===== src/rtl/muldiv_ctrl_pkg.sv =====
// Shared definitions for the iterative RV32M multiply/divide sequencer:
// funct3 encodings, FSM state encoding and operand-sign decode helpers.
package muldiv_ctrl_pkg;

   localparam int REG_DATA_WIDTH = 32;
   localparam int FUNCT3_WIDTH   = 3;

   localparam logic [FUNCT3_WIDTH-1:0] MD_MUL    = 3'b000;
   localparam logic [FUNCT3_WIDTH-1:0] MD_MULH   = 3'b001;
   localparam logic [FUNCT3_WIDTH-1:0] MD_MULHSU = 3'b010;
   localparam logic [FUNCT3_WIDTH-1:0] MD_MULHU  = 3'b011;
   localparam logic [FUNCT3_WIDTH-1:0] MD_DIV    = 3'b100;
   localparam logic [FUNCT3_WIDTH-1:0] MD_DIVU   = 3'b101;
   localparam logic [FUNCT3_WIDTH-1:0] MD_REM    = 3'b110;
   localparam logic [FUNCT3_WIDTH-1:0] MD_REMU   = 3'b111;

   typedef enum logic [1:0] {
      MD_IDLE = 2'd0,
      MD_CALC = 2'd1,
      MD_FIX  = 2'd2,
      MD_DONE = 2'd3
   } md_state_e;

   function automatic int md_cnt_width(input int xlen);
      return $clog2(xlen);
   endfunction

   function automatic logic md_rs1_signed(input logic [FUNCT3_WIDTH-1:0] f3);
      return (f3 == MD_MULH) || (f3 == MD_MULHSU) || (f3 == MD_DIV) || (f3 == MD_REM);
   endfunction

   function automatic logic md_rs2_signed(input logic [FUNCT3_WIDTH-1:0] f3);
      return (f3 == MD_MULH) || (f3 == MD_DIV) || (f3 == MD_REM);
   endfunction

endpackage


===== src/rtl/muldiv_ctrl_shift_core.sv =====
// Radix-2 datapath: one shift-add multiply step and one restoring divide
// step per enable, operating on unsigned operand magnitudes.
module md_shift_core #(
   parameter int XLEN = 32
) (
   input  logic              clk,
   input  logic              rst,
   input  logic              load_i,
   input  logic              step_i,
   input  logic [XLEN-1:0]   a_i,
   input  logic [XLEN-1:0]   b_i,
   output logic [2*XLEN-1:0] prod_o,
   output logic [XLEN-1:0]   quo_o,
   output logic [XLEN-1:0]   rem_o
);

   logic [2*XLEN-1:0] prod_q, prod_d;
   logic [XLEN-1:0]   quo_q, quo_d;
   logic [XLEN-1:0]   rem_q, rem_d;
   logic [XLEN-1:0]   b_q, b_d;
   logic [XLEN:0]     upper;
   logic [XLEN:0]     shifted;
   logic [XLEN:0]     diff;

   // Both iterations advance together; the controller picks the field it needs.
   always_comb begin
      upper   = {1'b0, prod_q[2*XLEN-1:XLEN]} + (prod_q[0] ? {1'b0, b_q} : {(XLEN+1){1'b0}});
      shifted = {rem_q, quo_q[XLEN-1]};
      diff    = shifted - {1'b0, b_q};
      prod_d  = prod_q;
      quo_d   = quo_q;
      rem_d   = rem_q;
      b_d     = b_q;
      if (load_i) begin
         prod_d = {{XLEN{1'b0}}, a_i};
         quo_d  = a_i;
         rem_d  = '0;
         b_d    = b_i;
      end else if (step_i) begin
         prod_d = {upper, prod_q[XLEN-1:1]};
         if (!diff[XLEN]) begin
            rem_d = diff[XLEN-1:0];
            quo_d = {quo_q[XLEN-2:0], 1'b1};
         end else begin
            rem_d = shifted[XLEN-1:0];
            quo_d = {quo_q[XLEN-2:0], 1'b0};
         end
      end
   end

   always_ff @(posedge clk or posedge rst) begin
      if (rst) begin
         prod_q <= '0;
         quo_q  <= '0;
         rem_q  <= '0;
         b_q    <= '0;
      end else begin
         prod_q <= prod_d;
         quo_q  <= quo_d;
         rem_q  <= rem_d;
         b_q    <= b_d;
      end
   end

   assign prod_o = prod_q;
   assign quo_o  = quo_q;
   assign rem_o  = rem_q;

endmodule


===== src/rtl/muldiv_ctrl.sv =====
// Iterative RV32M multiply/divide sequencer: FSM, iteration counter,
// divide-by-zero / overflow early exit and final sign correction.
//
// state   | meaning
// IDLE    | waiting for start; special cases resolved here
// CALC    | one radix-2 iteration per cycle, XLEN cycles
// FIX     | sign correction and field select into md_result
// DONE    | done pulse, result valid
module muldiv_ctrl
   import muldiv_ctrl_pkg::*;
#(
   parameter int XLEN = REG_DATA_WIDTH
) (
   input  logic                    clk,
   input  logic                    rst,
   input  logic                    start,
   input  logic                    kill,
   input  logic [FUNCT3_WIDTH-1:0] funct3,
   input  logic [XLEN-1:0]         read_data1,
   input  logic [XLEN-1:0]         read_data2,
   output logic                    busy,
   output logic                    stall,
   output logic                    done,
   output logic [XLEN-1:0]         md_result
);

   localparam int              CNT_W   = md_cnt_width(XLEN);
   localparam logic [XLEN-1:0] MIN_NEG = {1'b1, {(XLEN-1){1'b0}}};

   md_state_e               state_q, state_d;
   logic [CNT_W-1:0]        cnt_q, cnt_d;
   logic [FUNCT3_WIDTH-1:0] f3_q, f3_d;
   logic                    s1_q, s1_d, s2_q, s2_d;
   logic [XLEN-1:0]         res_q, res_d;
   logic                    core_load, core_step;
   logic [2*XLEN-1:0]       prod, prod_fix;
   logic [XLEN-1:0]         quo, rem, quo_fix, rem_fix, fix_result;
   logic [XLEN-1:0]         mag1, mag2;
   logic                    neg1, neg2, div_zero, sgn_ovf;

   assign neg1     = md_rs1_signed(funct3) & read_data1[XLEN-1];
   assign neg2     = md_rs2_signed(funct3) & read_data2[XLEN-1];
   assign mag1     = neg1 ? (~read_data1 + 1'b1) : read_data1;
   assign mag2     = neg2 ? (~read_data2 + 1'b1) : read_data2;
   assign div_zero = funct3[2] & (read_data2 == '0);
   assign sgn_ovf  = ((funct3 == MD_DIV) || (funct3 == MD_REM)) &&
                     (read_data1 == MIN_NEG) && (read_data2 == '1);

   md_shift_core #(.XLEN(XLEN)) u_core (
      .clk    (clk),
      .rst    (rst),
      .load_i (core_load),
      .step_i (core_step),
      .a_i    (mag1),
      .b_i    (mag2),
      .prod_o (prod),
      .quo_o  (quo),
      .rem_o  (rem)
   );

   // Unsigned flavours latch zero sign flags, so no correction applies to them.
   assign prod_fix = (s1_q ^ s2_q) ? (~prod + 1'b1) : prod;
   assign quo_fix  = (s1_q ^ s2_q) ? (~quo + 1'b1) : quo;
   assign rem_fix  = s1_q ? (~rem + 1'b1) : rem;

   always_comb begin
      fix_result = rem_fix;
      case (f3_q)
         MD_MUL:                       fix_result = prod_fix[XLEN-1:0];
         MD_MULH, MD_MULHSU, MD_MULHU: fix_result = prod_fix[2*XLEN-1:XLEN];
         MD_DIV, MD_DIVU:              fix_result = quo_fix;
         MD_REM, MD_REMU:              fix_result = rem_fix;
         default:                      fix_result = rem_fix;
      endcase
   end

   always_comb begin
      state_d   = state_q;
      cnt_d     = cnt_q;
      f3_d      = f3_q;
      s1_d      = s1_q;
      s2_d      = s2_q;
      res_d     = res_q;
      core_load = 1'b0;
      core_step = 1'b0;
      case (state_q)
         MD_IDLE: begin
            if (start && !kill) begin
               f3_d  = funct3;
               s1_d  = neg1;
               s2_d  = neg2;
               cnt_d = '0;
               if (div_zero) begin
                  state_d = MD_DONE;
                  res_d   = funct3[1] ? read_data1 : '1;
               end else if (sgn_ovf) begin
                  state_d = MD_DONE;
                  res_d   = funct3[1] ? '0 : MIN_NEG;
               end else begin
                  state_d   = MD_CALC;
                  core_load = 1'b1;
               end
            end
         end
         MD_CALC: begin
            core_step = 1'b1;
            cnt_d     = cnt_q + 1'b1;
            if (cnt_q == CNT_W'(XLEN-1)) state_d = MD_FIX;
         end
         MD_FIX: begin
            res_d   = fix_result;
            state_d = MD_DONE;
         end
         MD_DONE:  state_d = MD_IDLE;
         default:  state_d = MD_IDLE;
      endcase
      if (kill && (state_q != MD_IDLE)) begin
         state_d   = MD_IDLE;
         res_d     = res_q;
         core_step = 1'b0;
      end
   end

   always_ff @(posedge clk or posedge rst) begin
      if (rst) begin
         state_q <= MD_IDLE;
         cnt_q   <= '0;
         f3_q    <= '0;
         s1_q    <= 1'b0;
         s2_q    <= 1'b0;
         res_q   <= '0;
      end else begin
         state_q <= state_d;
         cnt_q   <= cnt_d;
         f3_q    <= f3_d;
         s1_q    <= s1_d;
         s2_q    <= s2_d;
         res_q   <= res_d;
      end
   end

   assign busy      = (state_q != MD_IDLE);
   assign done      = (state_q == MD_DONE) & ~kill;
   assign stall     = busy | (start & ~kill & (state_q == MD_IDLE));
   assign md_result = res_q;

endmodule


===== config.mk =====
export PLATFORM = sky130hd
export DESIGN_NAME = muldiv_ctrl
export DESIGN_NICKNAME = d
export VERILOG_FILES = /design/src/rtl/muldiv_ctrl_pkg.sv /design/src/rtl/muldiv_ctrl_shift_core.sv /design/src/rtl/muldiv_ctrl.sv
export SDC_FILE = /design/constraint.sdc
export NUM_CORES = 1
export LEC_CHECK = 0
export ABC_AREA = 1
export BUFFER_PORTS_ARGS = -buffer_cell sky130_fd_sc_hd__buf_2
export CAP_MARGIN = 20
export CORE_UTILIZATION = 50
export DETAILED_ROUTE_END_ITERATION = 8
export PLACE_DENSITY = 0.67
export SYNTH_ARGS = -nofsm -noshare
export SYNTH_HDL_FRONTEND = slang
export SYNTH_HIERARCHICAL = 1
export SYNTH_SLANG_ARGS = --single-unit

===== constraint.sdc =====
create_clock -name clk -period 14.7 [get_ports clk]
set_clock_uncertainty 0.15 [all_clocks]
set_input_delay 0.735 -clock clk [delete_from_list [all_inputs] [get_ports clk]]
set_output_delay 0.735 -clock clk [all_outputs]
set_load 0.005 [all_outputs]

==> impl_metrics.json, run 1 <==
{
  "status": "completed",
  "finalSetupViolations": 0,
  "async_flop_share_pct": 100,
  "hold_class": "input port to flop",
  "clk_pin_slew_ns": 0.06,
  "routed_via_density": 5.73,
  "grt_pass1_wl_mm": 126,
  "die_h_um": 206,
  "critical_path_required_ns": 15.02,
  "cts.sinks": 204,
  "cts_root_buffer": "clkbuf_16",
  "diodes": 0,
  "nets": 3800,
  "dp_hpwl_mm": 66.4,
  "end_kind": "flop",
  "leakage_uw": 0.0122,
  "worst_slew_pin_slew_ns": 1.13,
  "slowest_stage": "buf_4",
  "min_period_ns": 3.77,
  "wire_per_inst_um": 19.8,
  "synth_fp_nets": 3742,
  "hold_viol": 0,
  "syn_to_final_growth_pct": 9.13,
  "ios": 106,
  "power_uw": 5170,
  "grt_pass1_vias": 21468,
  "cts_resized": 0,
  "cpPeakStageDelay_ns": 0.53,
  "track_usage_pct": 38.9,
  "core.rowCount": 74,
  "arrival_ns": 4.09,
  "tritoncts": "yes",
  "drc": 0,
  "cts-buffers-inserted": 26,
  "setup-tns-final_ns": 0,
  "drt_iter0_drc": 2635,
  "antenna_found_initial": 2,
  "initial_utilization_pct": 50.9,
  "fp.coreArea_sq_um": 40900,
  "yosys_warnings": 6,
  "ys.flop_type": "dfrtp_1",
  "maxCapViolations": 0,
  "timing.fmax_mhz": 265,
  "totalWireLength_mm": 83.1,
  "die_w_um": 206,
  "period_share_pct": 25.6,
  "max-slew-margin-rel_pct": 24.4,
  "fin_util_pct": 55.5,
  "design_area_sq_um": 22700,
  "worstPathCellList": "buf_2, inv_1, ha_1, nand3_1, nor2_1, nand2_1, nor2_1, nand3_1, nand3_2, nor2_4, nor2_4, buf_4, clkinv_1, buf_4, o221ai_1",
  "first_pass_iters": 9,
  "crit_path_max_fanout": 53,
  "via_count": 24059,
  "syn_area_sq_um": 20800,
  "critPathKind": "input port to flop",
  "grt_max_degree": 99,
  "port_buffers": 105,
  "ys_seq_elements": 204,
  "clk-insertion-delay-late_ns": 0.58,
  "yosysMostFrequentCell": "nand2_1",
  "cts_max_level": 1,
  "synth_commonest_cells": "nand2_1 (1,161), inv_1 (568), nor2_1 (444)",
  "yosysUniqueCellTypes": 55,
  "synth_top_area_share_pct": 24.5,
  "ant_nets": 0,
  "peakVddDrop_mv": 0.123,
  "avgSynthCellArea_sq_um": 5.80,
  "drv_slew": 0,
  "yosysSeqAreaShare_pct": 24.5,
  "synth_cells": 3593,
  "rsz0062_at_grt": "false",
  "nFillCells": 4320,
  "clockBufferDepth": 3,
  "grt_overflow": 0,
  "place_area_sq_um": 21800,
  "cp-start-kind": "input port",
  "drive_above_1_share_pct": 6.08,
  "synth_edf_count": 0,
  "synth.largest_area_cell": "dfrtp_1",
  "synthTopCellsByArea": "dfrtp_1 (25%), nand2_1 (21%), inv_1 (10%), nand3_1 (9.2%), nor2_1 (8.0%)",
  "multi_input_area_sq_um": 13200,
  "gp_congestion": 1.03,
  "cellPowerDensity_nw_per_um2": 227,
  "die-area_sq_um": 42500,
  "regArea_sq_um": 5100
}
critical path, delay by kind of cell:
family          cells  cell delay (ns)
buf+inv             5             1.67
simple gates        8             1.17
compound gates      1             0.25
fa+ha+maj           1             0.16
flip-flops by register name, summed over array words and instances (netlist names):
register,count
u_core/rem_o,32
u_core/prod_o,64
u_core/b_q,32
f3_q,3
s2_q,1
s1_q,1
state_q,2
u_core/quo_o,32
md_result,32
cnt_q,5
layer usage:
metal	up-vias	GRT usage (%)	part of all wire [%]
met4	4	11.0	3.2
li1	11525	-	-
met5	-	0	0.032
met2	1175	56.4	41
met3	143	8.66	11
met1	11212	57.0	44
what timing repair did:
item,in CTS,in global routing
setup buffers,0,0
hold buffers,0,1
endpoints found under the hold margin,0,9
power by group:
| group | internal, uW | switching (uW) |
|---|---|---|
| Combinational | 1000 | 2340 |
| Clock | 433 | 281 |
| Sequential | 776 | 335 |
| Total | 2210 | 2960 |
cell families (layout without fill, tap and decap cells):
family / after synthesis / after routing / share of synthesized area (%)
AO/OA/AOI/OAI: 407 / 407 / 11.4
AND/OR/NAND/NOR: 2147 / 2147 / 43.2
buffers and inverters: 669 / 746 / 12.4
flip-flops: 204 / 204 / 24.5
adder cells (fa/ha/maj): 78 / 78 / 4.76
XOR/XNOR: 88 / 88 / 3.74
stage by stage:
step	cells	setup WS (ns)	hold slack (ns)
6_report	4202	10.93	0.269
2_1_floorplan	3593	9.50	0.298
3_5_place_dp	4153	10.44	0.312
4_1_cts	4200	11.03	0.258
5_1_grt	4202	10.67	0.299
3_3_place_gp	4153	10.45	0.308
final cells by class:
| cell class | count | share of cell area, % |
|---|---|---|
| clock buffers | 34 | 3.17 |
| clock inverters | 13 | 0.930 |
| inverters | 575 | 9.52 |
| multi-input cells | 2720 | 58.0 |
| flip-flops and latches | 204 | 22.5 |
| well taps | 532 | 2.93 |
| repair buffers | 124 | 3.01 |
final timing paths:
path | cells past startpoint | slack (ns) | end | from
max reg2reg | 8 | 11.04 | md_result[0] | f3_q[2]
min reg2reg | 2 | 0.32 | md_result[16] | md_result[16]
min in group asynchronous | 3 | 0.51 | f3_q[0] | rst
min | 3 | 0.27 | u_core/b_q[0] | read_data2[0]
max | 15 | 10.93 | u_core/prod_o[6] | read_data1[1]
max in group asynchronous | 4 | 12.18 | u_core/prod_o[1] | rst
layout by cell type (no fill, tap or decap), types with 37 or more instances in the layout:
cell      instances
ha_1             76
nand2_1        1160
inv_1           566
xnor2_1          37
nand4_1          44
dfrtp_1         204
a21oi_1          98
nor2_1          440
buf_2           105
o211ai_1         40
o21ai_0         179
nand3_1         384
xor2_1           49
(Power assumes the default switching activity.)
==> run 2: changes to the inputs <==
- clock period: 14.7 -> 3.6 ns (I/O delays scaled with it)
==> impl_metrics.json, run 2 (synthesized netlist as in run 1, its figures left out) <==
{
  "drt_iter0_drc": 2981,
  "core.rowCount": 74,
  "via_count": 24507,
  "antenna_found_initial": 2,
  "grt_pass1_wl_mm": 127,
  "grt_max_degree": 101,
  "end_kind": "flop",
  "die_w_um": 206,
  "cp-start-kind": "input port",
  "reg2reg_to": "u_core/rem_o[30]",
  "diodes": 0,
  "rsz0062_at_grt": "false",
  "worstPathCellList": "dlygate4sd3_1, buf_2, nor3_1, nand2_1, nor3_1, nand2_1, nor2_2, nand3_1, o21ai_2, nand3_1, dlygate4sd3_1, nand2_1, dlygate4sd3_1, nand2_1, o21ai_0",
  "arrival_ns": 3.56,
  "fp.coreArea_sq_um": 40900,
  "initial_utilization_pct": 50.9,
  "r2r_cells": 16,
  "r2r_slack_ns": 0.44,
  "largest_reg_flops": 64,
  "nets": 3885,
  "crit_path_max_fanout": 5,
  "tritoncts": "yes",
  "grt_pass1_vias": 22004,
  "ant_nets": 0,
  "timing.fmax_mhz": 312,
  "ios": 106,
  "slowest_stage": "dlygate4sd3_1",
  "whs_ns": 0.00379,
  "cts-buffers-inserted": 27,
  "layout_commonest_cell": "nand2_1",
  "finalSetupViolations": 0,
  "drive_above_1_share_pct": 6.63,
  "first_pass_iters": 8,
  "nFillCells": 4223,
  "cpPeakStageDelay_ns": 0.56,
  "r2r_start": "u_core/quo_o[31]",
  "hold_viol": 0,
  "maxCapViolations": 0,
  "cts.sinks": 204,
  "status": "completed",
  "max-slew-margin-rel_pct": 50.3,
  "worst_slew_pin_slew_ns": 0.740,
  "critPathKind": "input port to flop",
  "wire_per_inst_um": 19.9,
  "grt_overflow": 0,
  "critical_path_required_ns": 3.95,
  "setup-tns-final_ns": 0,
  "cts_max_level": 1,
  "clk_pin_slew_ns": 0.06,
  "drv_slew": 0,
  "hold_class": "input port to async pin",
  "critPathMostFrequentCell": "nand2_1",
  "dp_hpwl_mm": 68.0,
  "gp_congestion": 1.05,
  "min_period_ns": 3.21,
  "period_share_pct": 89.2,
  "clockBufferDepth": 3,
  "syn_to_final_growth_pct": 13.1,
  "clk-insertion-delay-late_ns": 0.58,
  "die_h_um": 206,
  "totalWireLength_mm": 85.4,
  "leakage_uw": 0.0126,
  "multi_input_area_sq_um": 13200,
  "die-area_sq_um": 42500,
  "drc": 0,
  "track_usage_pct": 39.4,
  "final_cell_mix": "nand2_1 (1,160), inv_1 (565), nor2_1 (440)",
  "regArea_sq_um": 5100,
  "post_cts_buffers": 0,
  "port_buffers": 105,
  "peakVddDrop_mv": 0.732,
  "cts_root_buffer": "clkbuf_16",
  "routed_via_density": 5.71,
  "cellPowerDensity_nw_per_um2": 909
}
-- run 2: through the flow --
step	setup slack (ns)	area, sq um	util, %	power [uW]	std cells
final	0.390	23600	57.6	21400	4289
after global routing	0.111	23600	57.6	22900	4289
after CTS	0.270	23500	57.5	20900	4288
after detailed placement	0.560	22000	53.7	17900	4174
after global placement	0.583	22000	53.7	17700	4174
after floorplan	0.792	20800	-	13500	3593
-- run 2: where the power goes --
part | leakage, uW | internal (uW) | total, uW | switching [uW]
registers | 0.00265 | 3170 | 4380 | 1210
logic | 0.00949 | 4270 | 14200 | 9890
clock network | 0.000456 | 1700 | 2890 | 1190
total | 0.0126 | 9140 | 21400 | 12300
-- run 2: final cells by class --
cell class              count  share of cell area [%]
clock inverters            15                   0.722
multi-input cells        2720                    55.9
well taps                 532                    2.83
flip-flops and latches    204                    21.7
repair buffers            208                    6.46
clock buffers              35                    3.21
inverters                 575                    9.19
-- run 2: timing repair --
action	in CTS	in global routing
endpoints found under the hold margin	299	0
setup endpoints to repair	0	1
gates resized for setup	0	1
hold buffers	64	0
-- run 2: worst max path at each step --
stage | from | to | cells past startpoint
3_3_place_gp | u_core/quo_o[31] | u_core/rem_o[31] | 16
5_1_grt | read_data2[2] | u_core/b_q[29] | 15
4_1_cts | funct3[1] | u_core/b_q[29] | 16
2_1_floorplan | u_core/prod_o[0] | u_core/prod_o[61] | 17
3_5_place_dp | u_core/quo_o[31] | u_core/rem_o[30] | 16
6_report | read_data2[2] | u_core/b_q[29] | 15
-- run 2: layer usage --
metal	routed length [um]	part of all wire (%)	track usage [%]
met4	2910	3.4	11.1
met2	36200	42	59.5
met1	35900	42	55.3
met5	27	0.032	0
met3	10300	12	9.92
-- run 2: critical path, delay by kind of cell --
| family | cells | cell delay, ns |
|---|---|---|
| buf+inv | 4 | 1.78 |
| simple gates | 9 | 1.30 |
| compound gates | 2 | 0.29 |
